[config.mk]
export PLATFORM = sky130hd
export DESIGN_NAME = prog_freq_divider
export DESIGN_NICKNAME = d
export VERILOG_FILES = /design/src/rtl/prog_freq_divider_pkg.sv /design/src/rtl/div_shadow_regs.sv /design/src/rtl/prog_freq_divider.sv
export SDC_FILE = /design/constraint.sdc
export NUM_CORES = 1
export LEC_CHECK = 0
export ABC_AREA = 1
export CAP_MARGIN = 25
export CORE_UTILIZATION = 35
export DETAILED_ROUTE_END_ITERATION = 8
export RECOVER_POWER = 100
export SETUP_SLACK_MARGIN = 0.02
export SLEW_MARGIN = 20
export SYNTH_ARGS = -nofsm -noshare
export SYNTH_HDL_FRONTEND = slang
export SYNTH_SLANG_ARGS = --single-unit
[constraint.sdc]
create_clock -name clk -period 3.85 [get_ports clk]
set_clock_uncertainty 0.1 [all_clocks]
set_input_delay 0.77 -clock clk [delete_from_list [all_inputs] [get_ports clk]]
set_output_delay 0.77 -clock clk [all_outputs]
set_load 0.02 [all_outputs]
[src/rtl/prog_freq_divider_pkg.sv]
// rtl/prog_freq_divider_pkg.sv - mode encodings shared by the function-generator blocks
package prog_freq_divider_pkg;

    typedef enum logic [1:0] {
        MODE_TOGGLE = 2'd0,
        MODE_PULSE  = 2'd1,
        MODE_PWM    = 2'd2,
        MODE_RSVD   = 2'd3
    } mode_t;

endpackage

[src/rtl/div_shadow_regs.sv]
// rtl/div_shadow_regs.sv - shadow settings, load validation, ack/err and pending flag
module div_shadow_regs
    import prog_freq_divider_pkg::*;
#(
    parameter int WIDTH       = 16,
    parameter int DEFAULT_DIV = 10
) (
    input  logic             clk,
    input  logic             rst,
    input  logic [WIDTH-1:0] div_in,
    input  logic [WIDTH-1:0] duty_in,
    input  logic [1:0]       mode_in,
    input  logic             div_load,
    input  logic             apply,
    output logic [WIDTH-1:0] sh_div,
    output logic [WIDTH-1:0] sh_duty,
    output mode_t            sh_mode,
    output logic             div_ack,
    output logic             div_err,
    output logic             pending
);

    logic load_ok;

    assign load_ok = div_load && (div_in != '0) && (mode_in != 2'd3);

    always_ff @(posedge clk) begin
        if (rst) begin
            sh_div  <= WIDTH'(DEFAULT_DIV);
            sh_duty <= WIDTH'(DEFAULT_DIV / 2);
            sh_mode <= MODE_TOGGLE;
            div_ack <= 1'b0;
            div_err <= 1'b0;
            pending <= 1'b0;
        end else begin
            div_ack <= load_ok;
            div_err <= div_load && !load_ok;
            // A new request outranks a coincident apply: the active side has
            // already taken the old shadow values, the new ones wait a period.
            if (load_ok) begin
                sh_div  <= div_in;
                sh_duty <= duty_in;
                sh_mode <= mode_t'(mode_in);
                pending <= 1'b1;
            end else if (apply) begin
                pending <= 1'b0;
            end
        end
    end

endmodule

[src/rtl/prog_freq_divider.sv]
// rtl/prog_freq_divider.sv - programmable divider with toggle, pulse and PWM outputs
module prog_freq_divider
    import prog_freq_divider_pkg::*;
#(
    parameter int WIDTH       = 16,
    parameter int DEFAULT_DIV = 10
) (
    input  logic             clk,
    input  logic             rst,
    input  logic             ena,
    input  logic [WIDTH-1:0] div_in,
    input  logic [WIDTH-1:0] duty_in,
    input  logic [1:0]       mode_in,
    input  logic             div_load,
    output logic             div_ack,
    output logic             div_err,
    output logic             pending,
    output logic             tick,
    output logic             q
);

    logic [WIDTH-1:0] count;
    logic [WIDTH-1:0] n_act;
    logic [WIDTH-1:0] d_act;
    mode_t            mode_act;
    logic [WIDTH-1:0] sh_div;
    logic [WIDTH-1:0] sh_duty;
    mode_t            sh_mode;
    logic             wrap;
    logic             apply;
    logic             mode_change;

    assign wrap        = ena && (count == n_act - WIDTH'(1));
    assign apply       = wrap && pending;
    assign mode_change = apply && (sh_mode != mode_act);

    div_shadow_regs #(
        .WIDTH       (WIDTH),
        .DEFAULT_DIV (DEFAULT_DIV)
    ) u_shadow (
        .clk      (clk),
        .rst      (rst),
        .div_in   (div_in),
        .duty_in  (duty_in),
        .mode_in  (mode_in),
        .div_load (div_load),
        .apply    (apply),
        .sh_div   (sh_div),
        .sh_duty  (sh_duty),
        .sh_mode  (sh_mode),
        .div_ack  (div_ack),
        .div_err  (div_err),
        .pending  (pending)
    );

    always_ff @(posedge clk) begin
        if (rst) begin
            count    <= '0;
            tick     <= 1'b0;
            q        <= 1'b0;
            n_act    <= WIDTH'(DEFAULT_DIV);
            d_act    <= WIDTH'(DEFAULT_DIV / 2);
            mode_act <= MODE_TOGGLE;
        end else begin
            tick <= wrap;
            if (ena) begin
                count <= wrap ? '0 : count + WIDTH'(1);
            end
            if (apply) begin
                n_act    <= sh_div;
                d_act    <= sh_duty;
                mode_act <= sh_mode;
            end
            // The output restarts low whenever a new mode takes over.
            if (mode_change) begin
                q <= 1'b0;
            end else begin
                case (mode_act)
                    MODE_TOGGLE: if (wrap) q <= ~q;
                    MODE_PULSE:  q <= wrap;
                    MODE_PWM:    if (ena) q <= (count < d_act);
                    default:     q <= 1'b0;
                endcase
            end
        end
    end

endmodule

==> metrics.md <==
| Metric | Value |
|---|---|
| CTS Hold Buffers Added | 0 |
| Clock root buffer | clkbuf_16 |
| Pwr Density | ~360 mW/mm^2 |
| Total track usage | 17.62% |
| PostCTS Resize Cnt | 0 |
| Vias in the first global route | between 3,000 and 4,000 |
| CP max-delay cell | dlygate4sd3_1 |
| Buffer count from post-CTS setup fixing | 0 |
| Register bit count reported by yosys | 89 |
| Placement row count | between 40 and 50 |
| H-Tree Level Count | 3 |
| MaxCap Viol Count | 0 |
| Critical Path RT | between 3000 and 4000 ps |
| Most used cell, CP | nor2_1 |
| Initial Util | a little over a third |
| First drt pass iteration count | 4 |
| Yosys top cell area share | 39.44% |
| RSZ-0062 raised after global routing | no |
| Die X | 115.6 um |
| Layout cells sized above 1 | 5.114% |
| CTS sink cnt | 89 |
| Per-cell routed wire length | between 10 and 15 um |
| Synth warn | 0 |
| CP Launch Point | ena |
| Final TNS setup | 0 ps |
| Clock Pin Slew Worst Setup and Hold Paths | approximately 60 ps |
| CTS max path bufs | 2 |
| Diodes inserted | 0 |
| IO Port Bufs | 42 |
| Largest fanout on the critical path | 40 |
| Arr. time, crit path | between 3000 and 4000 ps |
| # nets final | 754 |
| Cell breakdown of the critical path | dlygate4sd3_1 > o21ai_0 > nor2_1 > and2_0 > nand4_1 > nor2_1 > nand2_1 > nor2_2 > clkbuf_2 > inv_2 > o21ai_0 > nor2_1 |
| Fin crit period | a little over 3000 ps |
| # setup viols final | 0 |
| Post-synth top cells | 135 x nor2_1, 113 x nand2_1, 89 x dfxtp_1 |
| Crit Path Category | in -> reg |
| Slew Limit Fails | 0 |
| Fin crit share | between 80 and 90% |
| CTS tree | yes |
| Fillers | around 1,300 |
| Synth cell types | 34 |
| Post-synthesis sequential area ratio | between 30% and 40% |
| Syn-to-layout area delta | 19.25% |
| Die area | 0.01337 mm^2 |
| Die Span Y | around 120 um |
| Status | finished, final reports clean |
| Vias | between 4,000 and 5,000 |
| FFs w/ async S/R, synth | 0% |
| Routed wire length | approximately 11,000 um |
| Pwr Total | 1.952 mW |
| Max incr delay on CP | approximately 640 ps |
| Hold crit path type | reg -> reg |
| Hold Vio Cnt, Final | 0 |
| Launch point of the worst reg-to-reg path | n_act[0]$_SDFFE_PP0P_ |
| Mapped Area | around 0.0045 mm^2 |
| Number of synthesized flops with an enable pin | 0 |
| Avg Inst Size Synth | around 7 um^2 |
| Top cells by area, synth | dfxtp_1 39%, nor2_1 11%, nand2_1 9.4% |
| Via density per instance | ~4.8 |
| Relative slew slack | ~14% |
| Antenna viol nets, final | 0 |
| Clock buffer count from CTS | 9 |
| Cell accounting for the most synthesized area | dfxtp_1 |
| I/O pins | 43 |
| First-pass GRT wire length | 18,100 um |
| GR Overflow Total | 0 |
| Bufs and invs on worst path | 3 |
| Startpoint Class | input port |
| DRC violations left | 0 |
| Synth Net Count | roughly 700 |
| Register area | 0.001782 mm^2 |
| Worst setup EP type | register |
| Skew-Pair Late Insertion Delay | ~350 ps |
| Pin count of the biggest net entering global routing | 43 |
| Post-DP HPWL | between 8000 and 9000 um |
| Worst slew pin tran | between 1000 and 1500 ps |
| LEAKAGE | around 2.3 nW |
| Area occupied by multi-input gates | 0.002380 mm^2 |
| GPL Wtd Cong | between 0.8 and 0.9 |
| Synthesized instance count | 662 |
| Leading cell type by number of instances after synthesis | nor2_1 |
| Initial antenna violation count | 0 |
| DRC marker count from the first detailed-route iteration | approximately 180 |
| Maximum clock rate | between 0.3 and 0.4 GHz |
| Delay-heaviest family, CP | buffers and inverters |
| VDD IR max | around 250 uV |
| Post-synth top flop | dfxtp_1 |
| Core Area | between 0.01 and 0.015 mm^2 |
| Hold Crit Start | u_shadow.sh_div[9]$_SDFFE_PP0P_ |
## report_power, final
part / switching [mW] / internal (mW) / leakage, nW
Clock: 0.380 / 0.463 / 0.136
Combinational: 0.0721 / 0.0646 / 1.45
Sequential: 0.0211 / 0.951 / 0.726
Total: 0.473 / 1.48 / 2.31
## cells by family (layout without fill, tap and decap cells)
kind of cell	count (synthesis)	count (layout)	synth area share, %
AO/OA/AOI/OAI	104	104	11.94
XOR/XNOR	17	17	3.628
adder cells (fa/ha/maj)	17	17	4.708
buffers and inverters	91	133	7.782
flip-flops	89	89	39.44
AND/OR/NAND/NOR	344	344	32.51
## worst paths after layout
path              slack, ps  cells past startpoint                         endpoint
setup reg to reg        900                     16           n_act[12]$_SDFFE_PP0P_
setup / recovery        760                     12           n_act[12]$_SDFFE_PP0P_
hold reg to reg         380                      2  u_shadow.sh_div[9]$_SDFFE_PP0P_
hold / removal          380                      2  u_shadow.sh_div[9]$_SDFFE_PP0P_
## worst reg2reg max path: stages (launching register included)
cell and delay (ps):
dfxtp_1 340, inv_1 120, ha_1 290, nand2_1 80
nor2_1 190, nand3_1 130, nand3_1 100, nand2_1 50
nor2_1 80, nand2_1 60, nor2_1 150, nand2_1 100
nor2_2 80, clkbuf_2 560, inv_2 150, o21ai_0 210
nor2_1 50
## state kept, by name (all words and copies together), names as in the netlist
name	flops
u_shadow.sh_div	16
mode_act	2
u_shadow.pending	1
count	16
u_shadow.sh_mode	2
u_shadow.div_ack	1
tick	1
u_shadow.sh_duty	16
q	1
n_act	16
u_shadow.div_err	1
d_act	16
## final cells by class
type	instances	area share [%]
multi-input combinational	482	44.17
sequential	89	33.07
timing repair buffer	49	8.662
inverter	68	4.738
clock buffer	10	4.436
tap	172	3.994
clock inverter	6	0.9289
## per-layer routing
metal  track usage [%]  share of wire, %
met1             23.27                49
met2             29.02                46
met3             2.720               3.8
met4             6.752              0.99
met5                 0                 0
## per-stage QoR
step / std cells / worst slack, ps / hold slack (ps) / util, % / area (um^2)
final: 876 / 762.4 / 379.0 / 42.69 / 5388
after floorplan: 662 / 1648 / 336.5 / - / 4518
after global routing: 876 / 447.4 / 407.4 / 42.69 / 5388
after CTS: 876 / 1065 / 377.8 / 42.78 / 5399
after global placement: 860 / 796.2 / 358.9 / 40.49 / 5110
after detailed placement: 860 / 720.0 / 361.8 / 40.49 / 5110
## layout by cell type, fill, tap and decap left out, types with 3 or more instances in the layout
cell type,count
xor2_1,9
xnor2_1,7
nor4_1,5
nand4_1,4
buf_4,5
o21a_1,3
dlygate4sd3_1,7
nand2_1,113
o21ai_0,70
clkbuf_16,9
ha_1,17
dfxtp_1,89
nand3_1,31
a21oi_1,25
nor3_1,34
clkdlybuf4s50_1,35
inv_1,64
nor2_1,135
or2_1,5
inv_6,3
nor2_2,6
(Power assumes the default switching activity.)
